File: config.mk
export PLATFORM = sky130hd
export DESIGN_NAME = ddr4_cmd_monitor_flat
export DESIGN_NICKNAME = d
export VERILOG_FILES = /design/src/rtl/ddr4_cmd_monitor_if.sv /design/src/rtl/ddr4_cmd_monitor.sv /design/src/flat_wrapper.sv
export SDC_FILE = /design/constraint.sdc
export NUM_CORES = 1
export LEC_CHECK = 0
export ABC_CLOCK_PERIOD_IN_PS = 2800
export CORE_MARGIN = 2
export CORE_UTILIZATION = 35
export CTS_CLUSTER_DIAMETER = 120
export DETAILED_ROUTE_END_ITERATION = 8
export PLACE_DENSITY = 0.85
export SLEW_MARGIN = 20
export SYNTH_ARGS = -nofsm -noshare
export SYNTH_HDL_FRONTEND = slang
export SYNTH_SLANG_ARGS = --single-unit
export TNS_END_PERCENT = 30
File: constraint.sdc
create_clock -name clk -period 2.8 [get_ports clk]
set_input_delay 0.56 -clock clk [delete_from_list [all_inputs] [get_ports clk]]
set_output_delay 0.56 -clock clk [all_outputs]
set_load 0.005 [all_outputs]
File: src/rtl/ddr4_cmd_monitor_if.sv
// rtl/ddr4_cmd_monitor_if.sv - fabric-side DDR4 command bus, 4 slots x 2 bits per signal byte
interface ddr4_cmd_monitor_if #(
    parameter int ADDR_WIDTH = 17,
    parameter int BANK_WIDTH = 2,
    parameter int BG_WIDTH   = 2,
    parameter int CS_WIDTH   = 1,
    parameter int CKE_WIDTH  = 1
);
    logic [7:0]              mc_ACT_n;
    logic [ADDR_WIDTH*8-1:0] mc_ADR;
    logic [BANK_WIDTH*8-1:0] mc_BA;
    logic [BG_WIDTH*8-1:0]   mc_BG;
    logic [CS_WIDTH*8-1:0]   mc_CS_n;
    logic [CKE_WIDTH*8-1:0]  mc_CKE;

    modport master (output mc_ACT_n, mc_ADR, mc_BA, mc_BG, mc_CS_n, mc_CKE);
    modport slave  (input  mc_ACT_n, mc_ADR, mc_BA, mc_BG, mc_CS_n, mc_CKE);
endinterface

File: src/rtl/ddr4_cmd_monitor.sv
// rtl/ddr4_cmd_monitor.sv - passive DDR4 command decoder with MR1/self-refresh tracking and timing checks
module ddr4_cmd_monitor #(
    parameter int          ADDR_WIDTH = 17,
    parameter int          BANK_WIDTH = 2,
    parameter int          BG_WIDTH   = 2,
    parameter int          CS_WIDTH   = 1,
    parameter int          CKE_WIDTH  = 1,
    parameter int          T_MOD      = 24,
    parameter int          T_XS       = 1000,
    parameter logic [13:0] MR1_RST    = 14'h0001
) (
    input  logic                  clk,
    input  logic                  rst,
    ddr4_cmd_monitor_if.slave     bus,
    input  logic                  viol_clr,
    output logic [3:0]            cmd_vld,
    output logic [15:0]           cmd_code,
    output logic                  srx_pulse,
    output logic                  sr_active,
    output logic [13:0]           mr1_q,
    output logic                  dll_on,
    output logic                  viol_tmod,
    output logic                  viol_txs,
    output logic                  viol_sr
);
    localparam logic [3:0] C_DES = 4'h0, C_ACT = 4'h1, C_PRE = 4'h2, C_PREA = 4'h3,
                           C_RD = 4'h4, C_WR = 4'h5, C_REF = 4'h6, C_SRE = 4'h7,
                           C_MRS = 4'h8, C_ZQC = 4'h9, C_RSVD = 4'hA;

    logic [3:0]  cmd_vld_q, vld_d;
    logic [15:0] cmd_code_q, code_d;
    logic        srx_q, srx_d, sr_q, sr_d, cke_last_q, cke_last_d;
    logic        viol_tmod_q, viol_txs_q, viol_sr_q;
    logic        set_tmod, set_txs, set_sr, mrs_any;
    logic [13:0] mr1_d;
    logic [15:0] mod_cnt_q, mod_cnt_d, xs_cnt_q, xs_cnt_d;

    logic        cke_prev, srx_seen, srx_edge, cs_n, act_n, cke, bg0;
    logic [1:0]  ba;
    logic [2:0]  rcw;
    logic [3:0]  code;
    logic [13:0] adr;

    logic [7:0]              unused_act;
    logic [ADDR_WIDTH*8-1:0] unused_adr;
    logic [BANK_WIDTH*8-1:0] unused_ba;
    logic [BG_WIDTH*8-1:0]   unused_bg;
    logic [CS_WIDTH*8-1:0]   unused_cs;
    logic [CKE_WIDTH*8-1:0]  unused_cke;
    assign unused_act = bus.mc_ACT_n;
    assign unused_adr = bus.mc_ADR;
    assign unused_ba  = bus.mc_BA;
    assign unused_bg  = bus.mc_BG;
    assign unused_cs  = bus.mc_CS_n;
    assign unused_cke = bus.mc_CKE;

    // Slots are walked in time order so SR entry/exit and same-cycle MRS affect later slots.
    always_comb begin
        vld_d    = '0;
        code_d   = '0;
        mr1_d    = mr1_q;
        sr_d     = sr_q;
        srx_d    = 1'b0;
        mrs_any  = 1'b0;
        set_tmod = 1'b0;
        set_txs  = 1'b0;
        set_sr   = 1'b0;
        cke_prev = cke_last_q;
        srx_seen = 1'b0;
        srx_edge = 1'b0;
        cs_n     = 1'b1;
        act_n    = 1'b1;
        cke      = 1'b1;
        bg0      = 1'b0;
        ba       = '0;
        rcw      = '1;
        code     = C_DES;
        adr      = '0;
        for (int k = 0; k < 4; k++) begin
            cs_n  = bus.mc_CS_n[2*k];
            act_n = bus.mc_ACT_n[2*k];
            cke   = bus.mc_CKE[2*k];
            bg0   = bus.mc_BG[2*k];
            ba    = {bus.mc_BA[8 + 2*k], bus.mc_BA[2*k]};
            rcw   = {bus.mc_ADR[16*8 + 2*k], bus.mc_ADR[15*8 + 2*k], bus.mc_ADR[14*8 + 2*k]};
            for (int j = 0; j < 14; j++) adr[j] = bus.mc_ADR[j*8 + 2*k];

            if (!act_n) code = C_ACT;
            else begin
                case (rcw)
                    3'b000:  code = C_MRS;
                    3'b001:  code = cke ? C_REF : C_SRE;
                    3'b010:  code = adr[10] ? C_PREA : C_PRE;
                    3'b011:  code = C_RSVD;
                    3'b100:  code = C_WR;
                    3'b101:  code = C_RD;
                    3'b110:  code = C_ZQC;
                    default: code = C_DES;
                endcase
            end

            srx_edge = cke && !cke_prev && sr_d;
            if (srx_edge) begin
                sr_d  = 1'b0;
                srx_d = 1'b1;
            end

            if (!cs_n) begin
                vld_d[k]         = 1'b1;
                code_d[4*k +: 4] = code;
                if (code != C_DES) begin
                    if (code != C_MRS && (mrs_any || mod_cnt_q != 16'd0)) set_tmod = 1'b1;
                    if (xs_cnt_q != 16'd0 || srx_seen) set_txs = 1'b1;
                    if (!cke && sr_d) set_sr = 1'b1;
                end
                if (code == C_MRS) begin
                    mrs_any = 1'b1;
                    if (!bg0 && ba == 2'b01) mr1_d = adr;
                end
                if (code == C_SRE) sr_d = 1'b1;
            end

            if (srx_edge) srx_seen = 1'b1;
            cke_prev = cke;
        end
        cke_last_d = cke_prev;

        if (mrs_any)                mod_cnt_d = 16'(T_MOD);
        else if (mod_cnt_q != 16'd0) mod_cnt_d = mod_cnt_q - 16'd1;
        else                        mod_cnt_d = 16'd0;

        if (srx_d)                  xs_cnt_d = 16'(T_XS);
        else if (xs_cnt_q != 16'd0) xs_cnt_d = xs_cnt_q - 16'd1;
        else                        xs_cnt_d = 16'd0;
    end

    always_ff @(posedge clk) begin
        if (rst) begin
            cmd_vld_q   <= '0;
            cmd_code_q  <= '0;
            srx_q       <= 1'b0;
            sr_q        <= 1'b0;
            mr1_q       <= MR1_RST;
            viol_tmod_q <= 1'b0;
            viol_txs_q  <= 1'b0;
            viol_sr_q   <= 1'b0;
            mod_cnt_q   <= '0;
            xs_cnt_q    <= '0;
            cke_last_q  <= 1'b1;
        end else begin
            cmd_vld_q   <= vld_d;
            cmd_code_q  <= code_d;
            srx_q       <= srx_d;
            sr_q        <= sr_d;
            mr1_q       <= mr1_d;
            viol_tmod_q <= set_tmod | (viol_tmod_q & ~viol_clr);
            viol_txs_q  <= set_txs  | (viol_txs_q  & ~viol_clr);
            viol_sr_q   <= set_sr   | (viol_sr_q   & ~viol_clr);
            mod_cnt_q   <= mod_cnt_d;
            xs_cnt_q    <= xs_cnt_d;
            cke_last_q  <= cke_last_d;
        end
    end

    assign cmd_vld   = cmd_vld_q;
    assign cmd_code  = cmd_code_q;
    assign srx_pulse = srx_q;
    assign sr_active = sr_q;
    assign dll_on    = mr1_q[0];
    assign viol_tmod = viol_tmod_q;
    assign viol_txs  = viol_txs_q;
    assign viol_sr   = viol_sr_q;
endmodule

File: src/flat_wrapper.sv
// flat-port wrapper written by rule: the top's interface ports become plain ports
module ddr4_cmd_monitor_flat 
#(
    parameter int          ADDR_WIDTH = 17,
    parameter int          BANK_WIDTH = 2,
    parameter int          BG_WIDTH   = 2,
    parameter int          CS_WIDTH   = 1,
    parameter int          CKE_WIDTH  = 1,
    parameter int          T_MOD      = 24,
    parameter int          T_XS       = 1000,
    parameter logic [13:0] MR1_RST    = 14'h0001
)
  (clk, rst, viol_clr, cmd_vld, cmd_code, srx_pulse, sr_active, mr1_q, dll_on, viol_tmod, viol_txs, viol_sr, bus_mc_ACT_n, bus_mc_ADR, bus_mc_BA, bus_mc_BG, bus_mc_CS_n, bus_mc_CKE);
  ddr4_cmd_monitor_if #(.ADDR_WIDTH(ADDR_WIDTH), .BANK_WIDTH(BANK_WIDTH), .BG_WIDTH(BG_WIDTH), .CS_WIDTH(CS_WIDTH), .CKE_WIDTH(CKE_WIDTH)) bus_i ();
  input  logic clk;
  input  logic rst;
  input  logic viol_clr;
  output logic [3:0] cmd_vld;
  output logic [15:0] cmd_code;
  output logic srx_pulse;
  output logic sr_active;
  output logic [13:0] mr1_q;
  output logic dll_on;
  output logic viol_tmod;
  output logic viol_txs;
  output logic viol_sr;
  input wire logic [$bits(bus_i.mc_ACT_n)-1:0] bus_mc_ACT_n;
  input wire logic [$bits(bus_i.mc_ADR)-1:0] bus_mc_ADR;
  input wire logic [$bits(bus_i.mc_BA)-1:0] bus_mc_BA;
  input wire logic [$bits(bus_i.mc_BG)-1:0] bus_mc_BG;
  input wire logic [$bits(bus_i.mc_CS_n)-1:0] bus_mc_CS_n;
  input wire logic [$bits(bus_i.mc_CKE)-1:0] bus_mc_CKE;
  assign bus_i.mc_ACT_n = bus_mc_ACT_n;
  assign bus_i.mc_ADR = bus_mc_ADR;
  assign bus_i.mc_BA = bus_mc_BA;
  assign bus_i.mc_BG = bus_mc_BG;
  assign bus_i.mc_CS_n = bus_mc_CS_n;
  assign bus_i.mc_CKE = bus_mc_CKE;
  ddr4_cmd_monitor #(.ADDR_WIDTH(ADDR_WIDTH), .BANK_WIDTH(BANK_WIDTH), .BG_WIDTH(BG_WIDTH), .CS_WIDTH(CS_WIDTH), .CKE_WIDTH(CKE_WIDTH), .T_MOD(T_MOD), .T_XS(T_XS), .MR1_RST(MR1_RST)) u_core (.clk(clk), .rst(rst), .bus(bus_i), .viol_clr(viol_clr), .cmd_vld(cmd_vld), .cmd_code(cmd_code), .srx_pulse(srx_pulse), .sr_active(sr_active), .mr1_q(mr1_q), .dll_on(dll_on), .viol_tmod(viol_tmod), .viol_txs(viol_txs), .viol_sr(viol_sr));
endmodule
# [Yosys cells after proc, flatten, opt, wreduce, memory -nomap -nowiden]
# Cells that the tools add are included.
[word_totals] elab_cells=214 out_inout_bits=40 reg_bits=72 in_bits=195
[op_classes] n_bitwise=9 muxes=96 eq_ne=40 addsub=2 n_reduce_logical=51
[ops] cell="$mux W14" count=12
[ops] cell="$pmux W4 S7" count=4
[ops] cell="$mux W1" count=72
[ops] cell="$eq A3 B3 Y1 const B" count=12
[ops] cell="$reduce_bool A16 Y1" count=2
[ops] cell="$sub A16 B1 Y16 const B" count=2
[ops] cell="$eq A3 B2 Y1 const B" count=8
[ops] cell="$logic_and A1 B1 Y1" count=20
[ops] cell="$mux W10" count=2
[ops] cell="$eq A4 B3 Y1 const B" count=4
[ops] cell="$eq A4 B4 Y1 const B" count=4
[ops] cell="$mux W4" count=4
[ops] cell="$ne A4 B4 Y1 const B" count=4
[ops] cell="$reduce_bool A4 Y1" count=4
[ops] cell="$eq A3 B1 Y1 const B" count=4
[ops] cell="$logic_not A3 Y1" count=4
[ops] cell="$mux W5" count=2
[ops] cell="$logic_not A1 Y1" count=9
[ops] cell="$eq A2 B1 Y1 const B" count=4
[ops] cell="$reduce_or A2 Y1" count=4
[ops] cell="$logic_or A1 B1 Y1" count=6
[ops] cell="$reduce_or A3 Y1" count=2
[ops] cell="$and A1 B1 Y1" count=3
[ops] cell="$not A1 Y1" count=3
[ops] cell="$or A1 B1 Y1" count=3

# [Logic depth before layout (Yosys ltp)]
# Gate-level depths: netlist of the first run.
[logic_depth] ltp_word=21 mapped_depth=8 mapped_depth_nobuf=7

# [Worst setup path after synthesis of the first run]
# OpenSTA, ideal clock, no wires.
[synth_timing] path_type="input-to-reg" start="input port bus_mc_ADR[122]" end="register u_core.xs_cnt_q[10]" path_slack_ns=0.431 t_required_ns=2.670 arrival_time_ns=2.239 n_path_buf=2 setup_time_ns=0.130 path_stages=7 path_cell_list="buf_2 -> or4b_4 -> or4b_1 -> a32oi_2 -> o21a_1 -> buf_6 -> nor3_1"
[synth_via] elab_chain_len=13 elab_cells_between_ends=20 classes_between="eq/ne (7); mux (9); reduce/logical (4)"
[synth_lines] element="start: declaration" line="flat_wrapper.sv:28" rtl="input wire logic [$bits(bus_i.mc_ADR)-1:0] bus_mc_ADR;"
[synth_lines] element="$eq A3 B3 Y1 (tied with other cells)" line="ddr4_cmd_monitor.sv:90" rtl="case (rcw)"
[synth_lines] element="$pmux W4 S7 *" line="ddr4_cmd_monitor.sv:90"
[synth_lines] element="$mux W4 *" line="ddr4_cmd_monitor.sv:88" rtl="if (!act_n) code = C_ACT;"
[synth_lines] element="$eq A4 B3 Y1 *" line="ddr4_cmd_monitor.sv:120" rtl="if (code == C_SRE) sr_d = 1'b1;"
[synth_lines] element="$mux W1 *" line="ddr4_cmd_monitor.sv:120"
[synth_lines] element="$mux W1 *" line="ddr4_cmd_monitor.sv:108" rtl="if (!cs_n) begin"
[synth_lines] element="$logic_and A1 B1 Y1" line="ddr4_cmd_monitor.sv:102" rtl="srx_edge = cke && !cke_prev && sr_d;"
[synth_lines] element="$mux W1" line="ddr4_cmd_monitor.sv:103" rtl="if (srx_edge) begin"
[synth_lines] element="$mux W1" line="ddr4_cmd_monitor.sv:120"
[synth_lines] element="$mux W1" line="ddr4_cmd_monitor.sv:108"
[synth_lines] element="$logic_and A1 B1 Y1" line="ddr4_cmd_monitor.sv:102"
[synth_lines] element="$mux W1 *" line="ddr4_cmd_monitor.sv:103"
[synth_lines] element="$reduce_or A3 Y1 (no line) *"
[synth_lines] element="end signal: assignment" line="ddr4_cmd_monitor.sv:160" rtl="xs_cnt_q <= xs_cnt_d;"
[synth_lines] element="end: declaration" line="ddr4_cmd_monitor.sv:36" rtl="logic [15:0] mod_cnt_q, mod_cnt_d, xs_cnt_q, xs_cnt_d;"
# Every way passes the cells marked *; elsewhere a longest branch is shown, timed or not.
# A chain may end at the register's enable or synchronous reset.

# [Final worst setup path of the first run]
[layout_timing] start="input port bus_mc_ACT_n[4]" end="register u_core.mr1_q[3]"
[layout_via] elab_chain_len=7
[layout_lines] element="start: declaration" line="flat_wrapper.sv:27" rtl="input wire logic [$bits(bus_i.mc_ACT_n)-1:0] bus_mc_ACT_n;"
[layout_lines] element="$mux W4 *" line="ddr4_cmd_monitor.sv:88"
[layout_lines] element="$eq A4 B4 Y1 *" line="ddr4_cmd_monitor.sv:116" rtl="if (code == C_MRS) begin"
[layout_lines] element="$mux W14 *" line="ddr4_cmd_monitor.sv:116"
[layout_lines] element="$mux W14 *" line="ddr4_cmd_monitor.sv:108"
[layout_lines] element="$mux W14" line="ddr4_cmd_monitor.sv:118" rtl="if (!bg0 && ba == 2'b01) mr1_d = adr;"
[layout_lines] element="$mux W14" line="ddr4_cmd_monitor.sv:116"
[layout_lines] element="$mux W14 *" line="ddr4_cmd_monitor.sv:108"
[layout_lines] element="end signal: assignment" line="ddr4_cmd_monitor.sv:155" rtl="mr1_q <= mr1_d;"
[layout_lines] element="end: declaration" line="ddr4_cmd_monitor.sv:20" rtl="output logic [13:0] mr1_q,"
# Marks and branches as above.

==> metrics.txt, run 1 <==
outcome=finished clean; drc violations=0; via count=3,803; Worst Hold Class=flop to flop; dpl ws=-0.103 ns; Yosys warnings=0; pin count of the biggest net entering global routing=17; initial core utilization=0.362; Hold Fails Final Rpt=0; post-CTS setup buffers=0; top area cells in the synthesized netlist=dfxtp_1 (41%), nor2_1 (6.8%), nor3_1 (4.5%); R2R depth=5; Final Cycle Share=0.910; CTS buffer count=9; reg2reg setup slack=0.63 ns; maximum clock frequency=0.393 GHz; fin cells=709; P&R area growth vs syn=51.2%; layout cell share with drive strength beyond 1=0.0885; slew margin rel.=0.302; Crit. End Element=flop; Final setup viols=0; max-capacitance violation count=0; hold_buf cts=0; Critical Path End=u_core.mr1_q[3]; Row Count=36; Distinct cells, synth=52; first-pass GRT wire length=between 15,000 and 20,000 um; predominant post-synthesis flop cell=dfxtp_1; Slew @ Worst Pin=about 1.0 ns; # H-tree levels=3; FFs w/ async S/R, synth=0; vias per cell=~5.4; CTS tree=yes; GPL Wtd Cong=0.920; CP Launch Point=bus_mc_ACT_n[4]; n_diodes=0; Critical R2R Launch=u_core.xs_cnt_q[2]; Placeable Area=0.00982 mm2; initial antenna violation count=0; Crit path required time=2.98 ns; Commonest cells post-synth=dfxtp_1 (72), nor2_1 (64), nor3_1 (32); grt total ovfl=0; Yosys top cell area share=0.405; R2R Path End=u_core.xs_cnt_q[12]; Seq cells post-synth=between 70 and 80; dpl hpwl=9200 um; die width=between 100 and 150 um; Final Power=3550 uW; number of synthesized flops with an enable pin=0; Reg clk slew, reported paths=approximately 0.080 ns; post-route ant nets=0; Detailed Route WL=~12,000 um; Sink Count=72; PostCTS Resize Cnt=0; Initial DRC Count=around 220; worst setup margin=0.253 ns; Avg WL per Cell=16.8 um; Worst-Skew Late Latency=around 0.36 ns; critical path's slowest cell=clkdlybuf4s50_1; placed cell count=693; IR drop worst, VDD=345 uV; syn_area_per_cell=8.49 um2; Seq/Total Area, Yosys=0.405; Clock Skew=0.0111 ns; Slew Limit Fails=0; crit path cell chain=clkdlybuf4s50_1 > nor4b_1 > nand4_1 > nand2b_1 > o221ai_1 > a211oi_1; worst setup path class=primary input to flop; RSZ-0062 raised after global routing=no; cell area power density=661 mW/mm2; Mapped Cells=419; total track usage=0.218; WP data arrival=2.73 ns; startpoint types=primary input; top-count cell post-synth=dfxtp_1; vias in the first global route=3,813; Die Y=105 um; WHS=0.471 ns; Netlist Area Pre-Place=0.00356 mm2; dominant cell type by area after synthesis=dfxtp_1; CP Max Fanout=13; # nets final=approximately 770; Pre-Repair DR Iteration Count=5; Leak=about 0.0021 uW; CTS max path bufs=2; IO Port Bufs=134; num ports=approximately 240; syn_nets=616; die footprint=0.0110 mm2; crit path time final=2.55 ns; CP max stage delay=0.55 ns; CTS root buf=clkbuf_8
-- cell families (layout without fill, tap and decap cells) --
family | count (synthesis) | in the layout | share of synthesized area
AOI/OAI and AO/OA | 80 | 80 | 0.167
xor gates and xnor gates | 26 | 26 | 0.0640
adders and majority gates | 2 | 2 | 0.00703
buffers and inverters | 31 | 188 | 0.0394
DFF | 72 | 72 | 0.405
muxes | 14 | 14 | 0.0394
and+or+nand+nor | 194 | 194 | 0.278
-- power by group --
part / leakage, uW / switching, uW / internal, uW
Clock: 0.0000888 / 460 / 339
Sequential: 0.000589 / 174 / 1230
Combinational: 0.00140 / 679 / 671
-- cell usage in the layout (no fill, tap or decap), types with 6 or more instances in the layout --
master,instances
clkdlybuf4s50_1,134
clkbuf_8,9
nor3_1,32
xor2_1,14
nand2b_1,9
nand3_1,14
a211oi_1,14
o22ai_1,6
buf_4,29
a21oi_1,12
inv_1,8
nand2_1,20
xnor2_1,12
nor4_1,6
nor2b_1,11
mux2i_1,14
dfxtp_1,72
o221ai_1,15
nor2_1,64
-- state kept, by name, summed over array words and instances (netlist names), 4 cells and up --
signal            count
u_core.cmd_code      16
u_core.mod_cnt_q     16
u_core.xs_cnt_q      16
u_core.mr1_q         14
u_core.cmd_vld        4
-- layout make-up --
cell class                      count  area (um2)
Fill cell                         904        4440
Multi-Input combinational cell    316        1980
Timing Repair Buffer              164        1580
Sequential cell                    72        1440
Tap cell                          133         166
Clock buffer                        9         124
Clock inverter                      7        61.3
Inverter                            8        30.0
-- stage by stage --
stage	TNS (ns)	utilization	area, um2
after CTS	0	0.548	5380
after global routing	0	0.548	5380
after floorplan	0	-	3560
after global placement	-0.0577	0.529	5190
after detailed placement	-1.07	0.529	5190
final	0	0.548	5380
-- worst min path at each step --
stage	endpoint	cells past startpoint	from
final	u_core.xs_cnt_q[0]	1	u_core.xs_cnt_q[0]
after global routing	u_core.mod_cnt_q[0]	1	u_core.mod_cnt_q[0]
after CTS	u_core.xs_cnt_q[0]	1	u_core.xs_cnt_q[0]
after detailed placement	u_core.mod_cnt_q[0]	1	u_core.mod_cnt_q[0]
after global placement	u_core.mod_cnt_q[0]	1	u_core.mod_cnt_q[0]
after floorplan	u_core.mod_cnt_q[0]	1	u_core.mod_cnt_q[0]
-- worst max-delay path, delay by kind of cell --
family                 cells  cell delay (ns)
and+or+nand+nor            3             1.23
AOI/OAI and AO/OA          2             0.38
buffers and inverters      1             0.55
-- per-layer routing --
metal  vias up  routed length (um)  track usage
li1       1839                   -            -
met1      1766                5660        0.299
met2       175                5110        0.337
met3        23                 942       0.0574
met4         0                 220       0.0638
met5         -                   0            0
(Power assumes the default switching activity.)
==> inputs of run 2 (changes only) <==
--- a/config.mk
+++ b/config.mk
@@ -10,7 +10,9 @@
 export CORE_UTILIZATION = 35
 export CTS_CLUSTER_DIAMETER = 120
 export DETAILED_ROUTE_END_ITERATION = 8
+export MAX_ROUTING_LAYER = met4
 export PLACE_DENSITY = 0.85
+export SETUP_SLACK_MARGIN = 0.5
 export SLEW_MARGIN = 20
 export SYNTH_ARGS = -nofsm -noshare
 export SYNTH_HDL_FRONTEND = slang
==> metrics.txt, run 2 (synthesis results as in run 1) <==
Worst Hold Class=flop to flop; via count=3,871 (+1.8%); WP data arrival=2.46 ns (-0.27 ns); first-pass GRT wire length=18,800 um (-0.66%); layout cell share with drive strength beyond 1=0.106 (+0.0174); commonest cells after routing, fill and taps aside=clkdlybuf4s50_1 (130), dfxtp_1 (72), nor2_1 (63); Final setup viols=0 (unchanged); Slew @ Worst Pin=0.736 ns (-0.307 ns); pin count of the biggest net entering global routing=17 (unchanged); cell area power density=662 mW/mm2 (+0.20%); Die Y=105 um (unchanged); initial core utilization=0.362 (unchanged); # nets final=769 (+0.13%); Worst-Skew Late Latency=0.36 ns (about the same); CTS max path bufs=2 (unchanged); Sink Count=72 (unchanged); Avg WL per Cell=16.8 um (-0.15%); met2 routed WL=5300 um (+3.8%); Top cell by count, worst path=or4b_4; Initial DRC Count=278 (+24%); crit path cell chain=clkdlybuf4s15_1 > or4b_4 > or4b_4 > a32oi_2 > o21a_1 > buf_4 > nor3_1; Reg clk slew, reported paths=0.07 ns (about the same); dpl hpwl=9000 um (-2.2%); die footprint=0.0110 mm2 (unchanged); Final Cycle Share=0.793 (-0.117); vias in the first global route=3,673 (-3.7%); max-capacitance violation count=0 (unchanged); CTS root buf=clkbuf_8; CTS tree=yes; WHS=0.454 ns (-0.0177 ns); initial antenna violation count=1 (+1); Clock Skew=0.0103 ns (-0.000802 ns); hold_buf cts=0 (unchanged); startpoint types=primary input; met3 wire len=1330 um (+42%); Filler Cells Inserted=878 (-2.9%); maximum clock frequency=0.451 GHz (+15%); commonest non-fill, non-tap cell in the layout=clkdlybuf4s50_1; IR drop worst, VDD=405 uV (+17%); Detailed Route WL=11,900 um (about the same); total track usage=0.223 (+0.00498); CTS buffer count=9 (unchanged); Leak=0.00213 uW (+2.1%); IO Port Bufs=134 (unchanged); worst setup path class=primary input to flop; Final Power=3600 uW (+1.3%); num ports=235 (unchanged); crit path time final=2.22 ns (-0.328 ns); CP max stage delay=0.55 ns (about the same); RSZ-0062 raised after global routing=yes; GPL Wtd Cong=0.939 (+2.0%); grt total ovfl=0 (unchanged); vias per cell=5.45 (+1.6%); CP Max Fanout=6 (-7); drc violations=0 (unchanged); Slew Limit Fails=0 (unchanged); Hold Fails Final Rpt=0 (unchanged); post-route ant nets=0 (unchanged); # H-tree levels=3 (unchanged); Crit. End Element=flop; critical path's slowest cell=or4b_4; P&R area growth vs syn=52.9%; Crit path required time=3.04 ns (+0.06 ns); Top Metal Used=met4; Placeable Area=0.00982 mm2 (unchanged); slew margin rel.=0.505 (+0.203); die width=105 um (unchanged); Row Count=36 (unchanged); Pre-Repair DR Iteration Count=5 (unchanged); outcome=finished clean; Routed met1 length=5130 um (-9.4%)
## run 2: cell count changes in the layout (fill, tap and decap cells not counted), moves of 2 or more
| cell | before | now |
|---|---|---|
| clkdlybuf4s50_1 | 134 | 130 |
| inv_6 | 3 | 0 |
| clkbuf_2 | 0 | 2 |
| clkinv_2 | 0 | 2 |
| clkinvlp_4 | 2 | 0 |
| o22ai_1 | 6 | 4 |
| o22ai_2 | 0 | 2 |
## run 2: metrics by stage
stage / cell area [um2] / worst slack [ns] / TNS (ns) / util / instances
finish: 5440 / 0.580 / 0 / 0.554 / 710
global route: 5440 / 0.455 / 0 / 0.554 / 710
CTS: 5410 / 0.503 / 0 / 0.551 / 708
detailed placement: 5190 / -0.0511 / -0.283 / 0.529 / 693
global placement: 5190 / 0.0441 / 0 / 0.529 / 693
floorplan: 3560 / 0.449 / 0 / - / 419
## run 2: final cells by class
| class | count | area (um2) | share of cell area |
|---|---|---|---|
| Multi-Input combinational cell | 316 | 2030 | 0.373 |
| Timing Repair Buffer | 165 | 1580 | 0.290 |
| Sequential cell | 72 | 1440 | 0.265 |
| Tap cell | 133 | 166 | 0.0306 |
| Clock buffer | 10 | 138 | 0.0253 |
| Clock inverter | 5 | 57.6 | 0.0106 |
| Inverter | 8 | 30.0 | 0.00552 |
| Antenna cell | 1 | 2.50 | 0.000460 |
## run 2: what timing repair did
action,4_1_cts,5_1_grt
resized for setup,10,10
cloned,0,1
setup endpoints to repair,31,37
pin swaps,5,3
buffers inserted,0,0
## run 2: final timing paths
| check | start | to | slack, ns | depth (start not counted) |
|---|---|---|---|---|
| worst min register to register | u_core.mod_cnt_q[0] | u_core.mod_cnt_q[0] | 0.45 | 1 |
| worst max-delay path | bus_mc_CS_n[2] | u_core.xs_cnt_q[11] | 0.58 | 7 |
| worst min-delay path | u_core.mod_cnt_q[0] | u_core.mod_cnt_q[0] | 0.45 | 1 |
| worst max register to register | u_core.xs_cnt_q[2] | u_core.xs_cnt_q[12] | 0.62 | 5 |
## run 2: metal layers
| metal | global-route usage | up-vias |
|---|---|---|
| met3 | 0.0643 | 19 |
| li1 | - | 1845 |
| met2 | 0.337 | 202 |
| met5 | - | - |
| met1 | 0.291 | 1805 |
| met4 | 0.0638 | 0 |
## run 2: power breakdown
part / switching (uW) / internal (uW)
logic: 696 / 677
clock network: 396 / 431
registers: 172 / 1230
## run 2: worst max-delay path: cells and delay by family
kind	cells	cell delay, ns
and+or+nand+nor	3	1.15
buffers and inverters	2	0.38
AOI/OAI and AO/OA	2	0.37
==> inputs of run 3 (changes only) <==
--- a/config.mk
+++ b/config.mk
@@ -5,13 +5,13 @@
 export SDC_FILE = /design/constraint.sdc
 export NUM_CORES = 1
 export LEC_CHECK = 0
-export ABC_CLOCK_PERIOD_IN_PS = 2800
+export ABC_CLOCK_PERIOD_IN_PS = 1800
 export CORE_MARGIN = 2
-export CORE_UTILIZATION = 35
+export CORE_UTILIZATION = 33
 export CTS_CLUSTER_DIAMETER = 120
 export DETAILED_ROUTE_END_ITERATION = 8
 export MAX_ROUTING_LAYER = met4
-export PLACE_DENSITY = 0.85
+export PLACE_DENSITY = 0.84
 export SETUP_SLACK_MARGIN = 0.5
 export SLEW_MARGIN = 20
 export SYNTH_ARGS = -nofsm -noshare
==> constraint.sdc (replaced) <==
create_clock -name clk -period 1.8 [get_ports clk]
set_input_delay 0.36 -clock clk [delete_from_list [all_inputs] [get_ports clk]]
set_output_delay 0.36 -clock clk [all_outputs]
set_load 0.005 [all_outputs]
==> metrics.txt, run 3 (synthesis results as in run 1) <==
outcome=complete, but fails checks; failing checks=negative setup slack; GRT met3 Usage=0.0490 (-0.0152); die width=108 um (+2.9%); Worst Hold Class=primary input to flop; die footprint=0.0116 mm2 (+5.8%); area of the multi-input gates=0.00258 mm2 (+27%); Reg area=0.00148 mm2 (+2.3%); Slew Limit Fails=0 (unchanged); WHS=0.300 ns (-0.154 ns); switch share=0.383 (+0.0319); commonest non-fill, non-tap cell in the layout=clkdlybuf4s50_1; Detailed Route WL=15,200 um (+28%); total track usage=0.238 (+0.0154); worst setup margin=-0.125 ns (-0.705 ns); GR Util met1=0.295 (+0.00390); vias per cell=5.70 (+4.6%); R2R Path End=u_core.xs_cnt_q[11]; first-pass GRT wire length=21,000 um (+12%); Initial DRC Count=332 (+19%); IO Port Bufs=134 (unchanged); Sink Count=72 (unchanged); layout cell share with drive strength beyond 1=0.384 (+0.279); Critical R2R Launch=u_core.xs_cnt_q[11]; initial antenna violation count=1 (unchanged); GPL Wtd Cong=0.931 (-0.87%); max-capacitance violation count=0 (unchanged); Leak=0.00264 uW (+24%); grt met2 use=0.387 (+0.0501); critical path's slowest cell=clkdlybuf4s50_1; R2R depth=5 (unchanged); Slew @ Worst Pin=0.500 ns (-0.237 ns); Worst-Skew Late Latency=0.36 ns (about the same); IR drop worst, VDD=689 uV (+70%); sequential power share=0.304 (-0.085); Final Cycle Share=1.07; Filler Cells Inserted=781 (-11%); crit path cell chain=clkdlybuf4s50_1 > nand2b_1 > or4b_4 > a32oi_2 > o21a_2 > clkbuf_16 > nor3_1; cell area power density=1160 mW/mm2 (+76%); hold_buf cts=0 (unchanged); reg2reg setup slack=-0.08 ns (-0.70 ns); layer with the highest usage=met2; initial core utilization=0.342 (-0.0208); Placeable Area=0.0104 mm2 (+6.1%); Worst Hold Endpoint=u_core.cmd_vld[1]; Row Count=37 (+2.8%); # nets final=824 (+7.2%); P&R area growth vs syn=82.1%; Power Internal=4650 uW (+99%); Pre-Repair DR Iteration Count=5 (unchanged); dpl hpwl=9420 um (+4.7%); Avg WL per Cell=19.8 um (+18%); Crit path required time=2.05 ns (-0.99 ns); WP data arrival=2.18 ns (-0.28 ns); maximum clock frequency=0.520 GHz; commonest cells after routing, fill and taps aside=clkdlybuf4s50_1 (79), buf_4 (74), dfxtp_1 (49); num ports=235 (unchanged); CTS tree=yes; Clock Skew=0.0115 ns (+0.00115 ns); post-route ant nets=0 (unchanged); Crit. End Element=flop; # H-tree levels=3 (unchanged); worst setup path class=primary input to flop; Die Y=108 um (+2.9%); pin count of the biggest net entering global routing=16 (-1); crit path time final=between 1.5 and 2 ns; Net Switching=2880 uW (+130%); vias in the first global route=4,202 (+14%); CTS root buf=clkbuf_8; via count=4,387 (+13%); slew margin rel.=0.666 (+0.162); combinational power share=0.501 (+0.120); Reg clk slew, reported paths=0.08 ns (about the same); Final setup viols=19 (+19); RSZ-0062 raised after global routing=yes; startpoint types=primary input; Layout Utilization=0.622 (+0.0678); CP Max Fanout=5 (-1); Clock power frac=0.195 (-0.035); drc violations=0 (unchanged); CTS max path bufs=2 (unchanged); CP max stage delay=0.55 ns (about the same); Hold Fails Final Rpt=0 (unchanged); HP Start=bus_mc_CS_n[2]; CTS buffer count=9 (unchanged); grt total ovfl=0 (unchanged); hold path depth=3 (+2)
-- run 3: cell count changes in the layout (fill, tap and decap cells not counted), sizes merged --
cell	before	now
buf	31	88
bufinv	1	2
clkbuf	12	22
clkdlybuf4s15	1	19
clkdlybuf4s50	130	79
clkinv	4	1
clkinvlp	0	2
dlygate4sd2	1	19
dlymetal6s2s	0	3
inv	8	9
-- run 3: critical path, delay by kind of cell --
kind                   cells  cell delay (ns)
AO/OA/AOI/OAI              2             0.40
AND/OR/NAND/NOR            3             0.70
buffers and inverters      2             0.72
-- run 3: power groups by stage --
stage / Sequential, uW / Clock (uW) / Combinational, uW
after detailed placement: 2190 / 0 / 2540
after CTS: 2200 / 1470 / 2950
after global routing: 2310 / 1540 / 4030
final: 2290 / 1470 / 3770
after global placement: 2160 / 0 / 2410
after floorplan: 2150 / 0 / 1430
-- run 3: layout make-up --
class                           instances  area share
Antenna cell                            1    0.000386
Clock buffer                           10      0.0197
Clock inverter                          6      0.0143
Inverter                                8     0.00464
Multi-Input combinational cell        316       0.399
Sequential cell                        72       0.228
Tap cell                              136      0.0263
Timing Repair Buffer                  220       0.308
-- run 3: metrics by stage --
step	cell area, um2	setup WS [ns]	TNS [ns]	cells	total power, uW
floorplan	3560	-0.351	-9.91	419	3580
global placement	5550	-0.757	-33.06	742	4580
detailed placement	5550	-0.825	-33.37	742	4730
CTS	6150	-0.117	-1.50	764	6610
global route	6480	-0.144	-2.03	769	7880
finish	6480	-0.125	-1.64	769	7530
-- run 3: worst max path at each step --
stage / startpoint / endpoint / slack, ns / cells after the start
finish: bus_mc_CKE[4] / u_core.xs_cnt_q[4] / -0.12 / 7
global route: bus_mc_ACT_n[0] / u_core.mr1_q[13] / -0.14 / 6
CTS: bus_mc_CS_n[2] / u_core.xs_cnt_q[9] / -0.12 / 7
detailed placement: bus_mc_ADR[130] / u_core.xs_cnt_q[3] / -0.82 / 7
global placement: bus_mc_ADR[122] / u_core.xs_cnt_q[4] / -0.76 / 7
floorplan: bus_mc_ADR[130] / u_core.xs_cnt_q[10] / -0.35 / 7
-- run 3: repair_timing --
| item | CTS | global route |
|---|---|---|
| setup endpoints to repair | 94 | 78 |
| pin swaps | 41 | 42 |
| setup buffers | 5 | 2 |
| gates resized for setup | 178 | 98 |
| cloned | 1 | 2 |
-- run 3: metal layers --
| layer | routed length, um | part of all wire |
|---|---|---|
| met2 | 7190 | 0.47 |
| met1 | 6120 | 0.40 |
| met5 | 0 | 0 |
| met3 | 1290 | 0.085 |
| met4 | 620 | 0.041 |
